===== src/rtl/mem_arbiter.sv =====
// mem_arbiter: shares one memory request/response port between the
// instruction fetch unit (read only) and the load/store unit. One
// transaction is in flight at a time; the response is routed back to the
// master that issued it, or flagged as an error if memory never answers.
//
// Handshakes: a request transfers on a cycle where valid and ready are both
// high; valid must stay high, with stable payload, until that cycle.
// Response valids are one-cycle pulses with no back-pressure.
module mem_arbiter #(
  parameter int ADDR_WIDTH = 32,
  parameter int DATA_WIDTH = 32,
  parameter int RR_EN      = 0,
  parameter int TIMEOUT    = 255
) (
  input  logic                    clk,
  input  logic                    rst,
  input  logic                    ifu_reqValid,
  output logic                    ifu_reqReady,
  input  logic [ADDR_WIDTH-1:0]   ifu_raddr,
  output logic                    ifu_respValid,
  output logic [DATA_WIDTH-1:0]   ifu_rdata,
  input  logic                    lsu_reqValid,
  output logic                    lsu_reqReady,
  input  logic [ADDR_WIDTH-1:0]   lsu_addr,
  input  logic                    lsu_wen,
  input  logic [DATA_WIDTH-1:0]   lsu_wdata,
  input  logic [DATA_WIDTH/8-1:0] lsu_wmask,
  output logic                    lsu_respValid,
  output logic [DATA_WIDTH-1:0]   lsu_rdata,
  output logic                    resp_err,
  output logic                    mem_reqValid,
  input  logic                    mem_reqReady,
  output logic [ADDR_WIDTH-1:0]   mem_addr,
  output logic                    mem_wen,
  output logic [DATA_WIDTH-1:0]   mem_wdata,
  output logic [DATA_WIDTH/8-1:0] mem_wmask,
  input  logic                    mem_respValid,
  input  logic [DATA_WIDTH-1:0]   mem_rdata,
  output logic [1:0]              dbg_state
);

  typedef enum logic [1:0] {
    S_IDLE = 2'd0,
    S_REQ  = 2'd1,
    S_WAIT = 2'd2,
    S_RESP = 2'd3
  } state_t;

  localparam logic OWN_IFU = 1'b0;
  localparam logic OWN_LSU = 1'b1;

  state_t                  r_state;
  state_t                  w_next;
  logic                    r_owner;
  logic                    r_last_grant;
  logic [ADDR_WIDTH-1:0]   r_addr;
  logic                    r_wen;
  logic [DATA_WIDTH-1:0]   r_wdata;
  logic [DATA_WIDTH/8-1:0] r_wmask;
  logic [DATA_WIDTH-1:0]   r_rdata;
  logic                    r_err;
  logic [7:0]              r_cnt;
  logic                    w_gnt_ifu;
  logic                    w_gnt_lsu;
  logic                    w_timeout;

  assign w_timeout = (r_cnt == 8'(TIMEOUT));

  // Grant decision: only in IDLE and never while reset is held.
  always_comb begin
    w_gnt_ifu = 1'b0;
    w_gnt_lsu = 1'b0;
    if (r_state == S_IDLE && !rst) begin
      if (ifu_reqValid && lsu_reqValid) begin
        if ((RR_EN != 0) && (r_last_grant == OWN_LSU)) w_gnt_ifu = 1'b1;
        else                                           w_gnt_lsu = 1'b1;
      end else begin
        w_gnt_ifu = ifu_reqValid;
        w_gnt_lsu = lsu_reqValid;
      end
    end
  end

  // State register.
  always_ff @(posedge clk or posedge rst) begin
    if (rst) r_state <= S_IDLE;
    else     r_state <= w_next;
  end

  // Next state and state-decoded outputs.
  always_comb begin
    w_next        = r_state;
    mem_reqValid  = 1'b0;
    ifu_respValid = 1'b0;
    lsu_respValid = 1'b0;
    resp_err      = 1'b0;
    case (r_state)
      S_IDLE: if (w_gnt_ifu || w_gnt_lsu) w_next = S_REQ;
      S_REQ: begin
        mem_reqValid = 1'b1;
        if (mem_reqReady) w_next = S_WAIT;
      end
      S_WAIT: if (mem_respValid || w_timeout) w_next = S_RESP;
      S_RESP: begin
        ifu_respValid = (r_owner == OWN_IFU);
        lsu_respValid = (r_owner == OWN_LSU);
        resp_err      = r_err;
        w_next        = S_IDLE;
      end
      default: w_next = S_IDLE;
    endcase
  end

  // Request latch, response capture and wait counter.
  always_ff @(posedge clk or posedge rst) begin
    if (rst) begin
      r_owner      <= OWN_IFU;
      r_last_grant <= OWN_LSU;
      r_addr       <= '0;
      r_wen        <= 1'b0;
      r_wdata      <= '0;
      r_wmask      <= '0;
      r_rdata      <= '0;
      r_err        <= 1'b0;
      r_cnt        <= '0;
    end else begin
      case (r_state)
        S_IDLE: begin
          if (w_gnt_lsu) begin
            r_owner      <= OWN_LSU;
            r_last_grant <= OWN_LSU;
            r_addr       <= lsu_addr;
            r_wen        <= lsu_wen;
            r_wdata      <= lsu_wdata;
            r_wmask      <= lsu_wmask;
          end else if (w_gnt_ifu) begin
            r_owner      <= OWN_IFU;
            r_last_grant <= OWN_IFU;
            r_addr       <= ifu_raddr;
            r_wen        <= 1'b0;
            r_wdata      <= '0;
            r_wmask      <= '0;
          end
        end
        S_REQ: if (mem_reqReady) r_cnt <= '0;
        S_WAIT: begin
          // A response in the same cycle as the timeout still wins.
          if (mem_respValid) begin
            r_rdata <= mem_rdata;
            r_err   <= 1'b0;
          end else if (w_timeout) begin
            r_rdata <= '0;
            r_err   <= 1'b1;
          end else begin
            r_cnt <= r_cnt + 8'd1;
          end
        end
        default: ;
      endcase
    end
  end

  assign ifu_reqReady = w_gnt_ifu;
  assign lsu_reqReady = w_gnt_lsu;
  assign ifu_rdata    = r_rdata;
  assign lsu_rdata    = r_rdata;
  assign mem_addr     = r_addr;
  assign mem_wen      = r_wen;
  assign mem_wdata    = r_wdata;
  assign mem_wmask    = r_wmask;
  assign dbg_state    = r_state;

endmodule


===== config.mk =====
export PLATFORM = sky130hd
export DESIGN_NAME = mem_arbiter
export DESIGN_NICKNAME = d
export VERILOG_FILES = /design/src/rtl/mem_arbiter.sv
export SDC_FILE = /design/constraint.sdc
export NUM_CORES = 1
export LEC_CHECK = 0
export CORE_AREA = 10 10 125 127
export DETAILED_ROUTE_END_ITERATION = 12
export DIE_AREA = 0 0 135 137
export GPL_TIMING_DRIVEN = 0
export PLACE_DENSITY = 0.79
export SYNTH_ARGS = -nofsm -noshare
export SYNTH_HDL_FRONTEND = slang
export SYNTH_SLANG_ARGS = --single-unit

===== constraint.sdc =====
create_clock -name clk -period 5.2 [get_ports clk]
set_input_delay 1.04 -clock clk [delete_from_list [all_inputs] [get_ports clk]]
set_output_delay 1.04 -clock clk [all_outputs]
set_load 0.005 [all_outputs]

==> summary by stage <==
CTS
The CTS tree is done. The total clock buffers created by CTS is 17. CTS built an H-tree with a depth of 4. Clock tree synthesis selected as its root buffer the cell sky130_fd_sc_hd__clkbuf_16. Clock latency on the worst-skew pair, taken at its later pin, is 0.41 ns.

Post-CTS timing repair inserted 0 buffers for setup. The clock transition time at the flip-flop clock pins of the worst setup and hold paths is 0.05 ns. The clock net sink count is 113.

The clock passes through at most 2 buffers.

Routing
Signal routing reaches up to met4. In the final routed layout, each cell accounts on average for 20.0 um. The final wirelength is 17.9 mm. The DRC violation count after routing is 0. The routed length on met1 is 6.84 mm. The via density per instance is 4.94.

The antenna violation net count after detailed routing is 0. The detailed router finished its first iteration with 187 violations. The routed design uses 8.65 mm of met2 wire.

Summed over all nets, wire length on met3 after detailed routing comes to 1.90 mm. The first detailed-routing pass took 7 iterations. The via total after detailed routing is 4407.

Floorplanning
The boundary pin count is 280. The number of placement rows is 42. The width of the die is 135 um. The starting utilization of the core area is 0.371. The area enclosed by the die boundary is 18500 um2. The height of the die is 137 um. The core region area is 13100 um2.

Critical path
The type of element capturing the critical path is a primary output. The cell with the largest stage delay on the worst path is sky130_fd_sc_hd__clkdlybuf4s50_1. The worst setup path is of the in2out kind. The sort of element at the start of the critical path is an input port. Walking the worst path, the cells encountered are clkdlybuf4s50_1 -> bufinv_8 -> buf_16 -> and3_1 -> clkbuf_1 -> clkbuf_2 -> buf_2 -> clkdlybuf4s50_1. For the worst setup path, the data required time is 4.16 ns. The number of buffers and inverters on the critical path is 7. The largest stage delay on the critical path is 0.55 ns. The cell repeated most along the worst path is sky130_fd_sc_hd__clkdlybuf4s50_1. The endpoint arrival time on the critical path is 3.86 ns. Grouping stages by cell kind, the critical path spends the most delay in buffers and inverters. The maximum fanout count along the critical path is 59.

Finish
After filler insertion, the fill cell instance count of the layout stands at 1003. For this run, the post-layout net count is 851. Of the cells placed in the final design, the portion with a size suffix greater than 1 is 0.107. The number of antenna diodes in the final layout is 0. The signed area change from the synthesized netlist to the final layout is 74.1%.

Yosys
The total standard cell area after synthesis is 4860 um2. Of the total synthesized cell area, the portion taken by XOR and XNOR cells is 0. The total number of yosys warnings is 0. The synthesized design contains 0 enable-type register cells.

The post-synthesis cell count is 407. The fraction of synthesized area in multiplexers is 0.0767. In the synthesized netlist the dominant register cell turns out to be sky130_fd_sc_hd__dfrtp_1. The share of the synthesized area in compound gates (AO/OA/AOI/OAI) is 0.176.

Counting every net in the synthesized netlist gives 552. Of the synthesized area, sequential elements account for 0.582. In this run, synthesis produced a sequential element count of 113.

The adder and majority gate portion of the synthesized area is 0.0155. Yosys mapped the design onto 35 distinct sky130hd cell types. The async set or reset register ratio after synthesis is 1.00. Of the total synthesized cell area, the portion taken by AND, OR, NAND and NOR gates is 0.0726. The largest family of logic cells by synthesized area is compound AO/OA/AOI/OAI gates. The synthesized area per cell is 11.9 um2.

STA
The worst clock skew on the final layout is 0.00438 ns. The highest clock rate is 0.204 GHz. The final critical-path required period is 4.90 ns. The slew at the pin closest to its max-slew limit is 0.584 ns.

Setup violations remaining at the end of the flow were counted as 0. The final period utilization is 0.941. Final hold analysis gives a worst-case slack of 0.496 ns. The count of final hold-check violations is 0. In this run the tightest slew margin relative to its limit is 0.608. Setup repair after global routing left no endpoint under its margin. The number of slew-limit violations in the final report is 0.

Placed design
The detailed-placement wirelength estimate is 14.1 mm. The weighted congestion at the end of routability-driven global placement is 0.819. The port buffer count is 279.

GRT
The initial antenna violation count is 0. The number of global-route vias before repair came to 4796. The final global-route overflow total is 0. Entering global routing, the biggest net connects 60 pins. The global-route usage over all layers is 0.190.

The first-pass GRT wire length is 27.2 mm.

Outcome
The flow ran to the end, and the final reports show no timing, DRC or antenna violations.

Pwr
The maximum ir drop on the vdd rail is 244 uV. For this design the ratio of total power to cell area is 564 nW/um2. The standby leakage power is 0.00389 uW. The total power consumption of the routed design is 4770 uW.

Min path
The min-delay analysis places its worst path in the category reg2reg.

Flow run
The count of maximum capacitance violations is 0.
## timing repair
action / in CTS / in global routing
hold buffers: 0 / 0
hold endpoints to repair: 0 / 0
gates resized for setup: 4 / 0
setup endpoints to repair: 1 / 0
## area by class of cell
| type | instances | area (um2) | share of cell area |
|---|---|---|---|
| well taps | 176 | 220 | 0.0260 |
| plain buffers | 60 | 364 | 0.0430 |
| repair buffers | 280 | 2820 | 0.333 |
| multi-input cells | 231 | 1660 | 0.196 |
| flip-flops and latches | 113 | 2830 | 0.334 |
| inverters | 3 | 25.0 | 0.00296 |
| clock buffers | 25 | 515 | 0.0609 |
| clock inverters | 5 | 27.5 | 0.00325 |
## worst min-delay path: stages (launching register included)
cell,delay [ns]
sky130_fd_sc_hd__dfrtp_1,0.34
sky130_fd_sc_hd__nor2_1,0.05
sky130_fd_sc_hd__nor2_1,0.07
## cell usage in the layout, fill, tap and decap left out, types with 2 or more instances in the layout
| master | instances |
|---|---|
| sky130_fd_sc_hd__a22o_1 | 69 |
| sky130_fd_sc_hd__nand3_1 | 3 |
| sky130_fd_sc_hd__buf_2 | 8 |
| sky130_fd_sc_hd__buf_1 | 3 |
| sky130_fd_sc_hd__nor2b_1 | 4 |
| sky130_fd_sc_hd__mux2i_1 | 35 |
| sky130_fd_sc_hd__inv_1 | 2 |
| sky130_fd_sc_hd__clkbuf_16 | 17 |
| sky130_fd_sc_hd__ha_1 | 6 |
| sky130_fd_sc_hd__and3_1 | 3 |
| sky130_fd_sc_hd__clkbuf_1 | 17 |
| sky130_fd_sc_hd__nor2_1 | 4 |
| sky130_fd_sc_hd__dfrtp_1 | 113 |
| sky130_fd_sc_hd__clkdlybuf4s50_1 | 279 |
| sky130_fd_sc_hd__nand2_1 | 39 |
| sky130_fd_sc_hd__a21o_1 | 2 |
| sky130_fd_sc_hd__clkinv_2 | 4 |
| sky130_fd_sc_hd__a31oi_1 | 2 |
| sky130_fd_sc_hd__mux2_2 | 2 |
| sky130_fd_sc_hd__nor3_1 | 3 |
| sky130_fd_sc_hd__o21ai_0 | 34 |
| sky130_fd_sc_hd__a21oi_1 | 4 |
| sky130_fd_sc_hd__buf_4 | 32 |
| sky130_fd_sc_hd__nand4_1 | 3 |
| sky130_fd_sc_hd__nand2b_1 | 4 |
| sky130_fd_sc_hd__clkbuf_8 | 6 |
| sky130_fd_sc_hd__and2_1 | 2 |
| sky130_fd_sc_hd__or3_1 | 3 |
## flip-flops by register name, indices dropped and copies added (netlist names)
signal,cells
dbg_state,2
ifu_rdata,32
mem_addr,32
mem_wdata,32
mem_wen,1
mem_wmask,4
r_cnt,8
r_err,1
r_owner,1
## final timing paths
path / startpoint / end / slack [ns] / cells after the start
worst min register to register: r_err / r_err / 0.50 / 2
max in group asynchronous: rst / mem_addr[7] / 3.49 / 3
worst max-delay path: rst / lsu_reqReady / 0.30 / 8
worst max register to register: dbg_state[0] / mem_addr[0] / 2.97 / 7
min in group asynchronous: rst / r_cnt[1] / 1.08 / 2
worst min-delay path: r_err / r_err / 0.50 / 2
## metal layers
layer | up-vias | track usage
li1 | 2036 | -
met2 | 232 | 0.316
met3 | 34 | 0.0850
met4 | 0 | 0.0843
met1 | 2105 | 0.206
met5 | - | 0
## cell families (layout without fill, tap and decap cells)
family / after synthesis / in the layout
flops: 113 / 113
simple gates: 73 / 73
mux: 37 / 37
compound gates: 115 / 115
buf+inv: 63 / 373
fa+ha+maj: 6 / 6
## power breakdown
part	internal (uW)	leakage, uW	switching (uW)
clock	675	0.000271	382
sequential	1270	0.00144	278
combinational	1420	0.00219	747
total	3370	0.00389	1410
## metrics by stage
stage	instances	worst slack, ns	TNS (ns)	area [um2]	util
floorplan	407	0.785	0	4860	-
global placement	862	-1.31	-1.90	7870	0.602
detailed placement	863	-0.405	-0.405	7900	0.604
CTS	893	0.133	0	8460	0.646
global route	893	0.00556	0	8460	0.646
finish	893	0.304	0	8460	0.646
## synthesized netlist by cell type (all sizes together), types with 4 or more instances
cell / number / area [um2]
a21oi: 4 / 20.0
a22o: 69 / 604
buf: 44 / 302
clkbuf: 16 / 60.1
dfrtp: 113 / 2830
ha: 6 / 75.1
mux2i: 35 / 350
nand2: 39 / 146
nand2b: 4 / 25.0
nor2: 4 / 15.0
nor2b: 4 / 25.0
o21ai: 34 / 170
No activity file was read; power rests on OpenSTA's default activity.
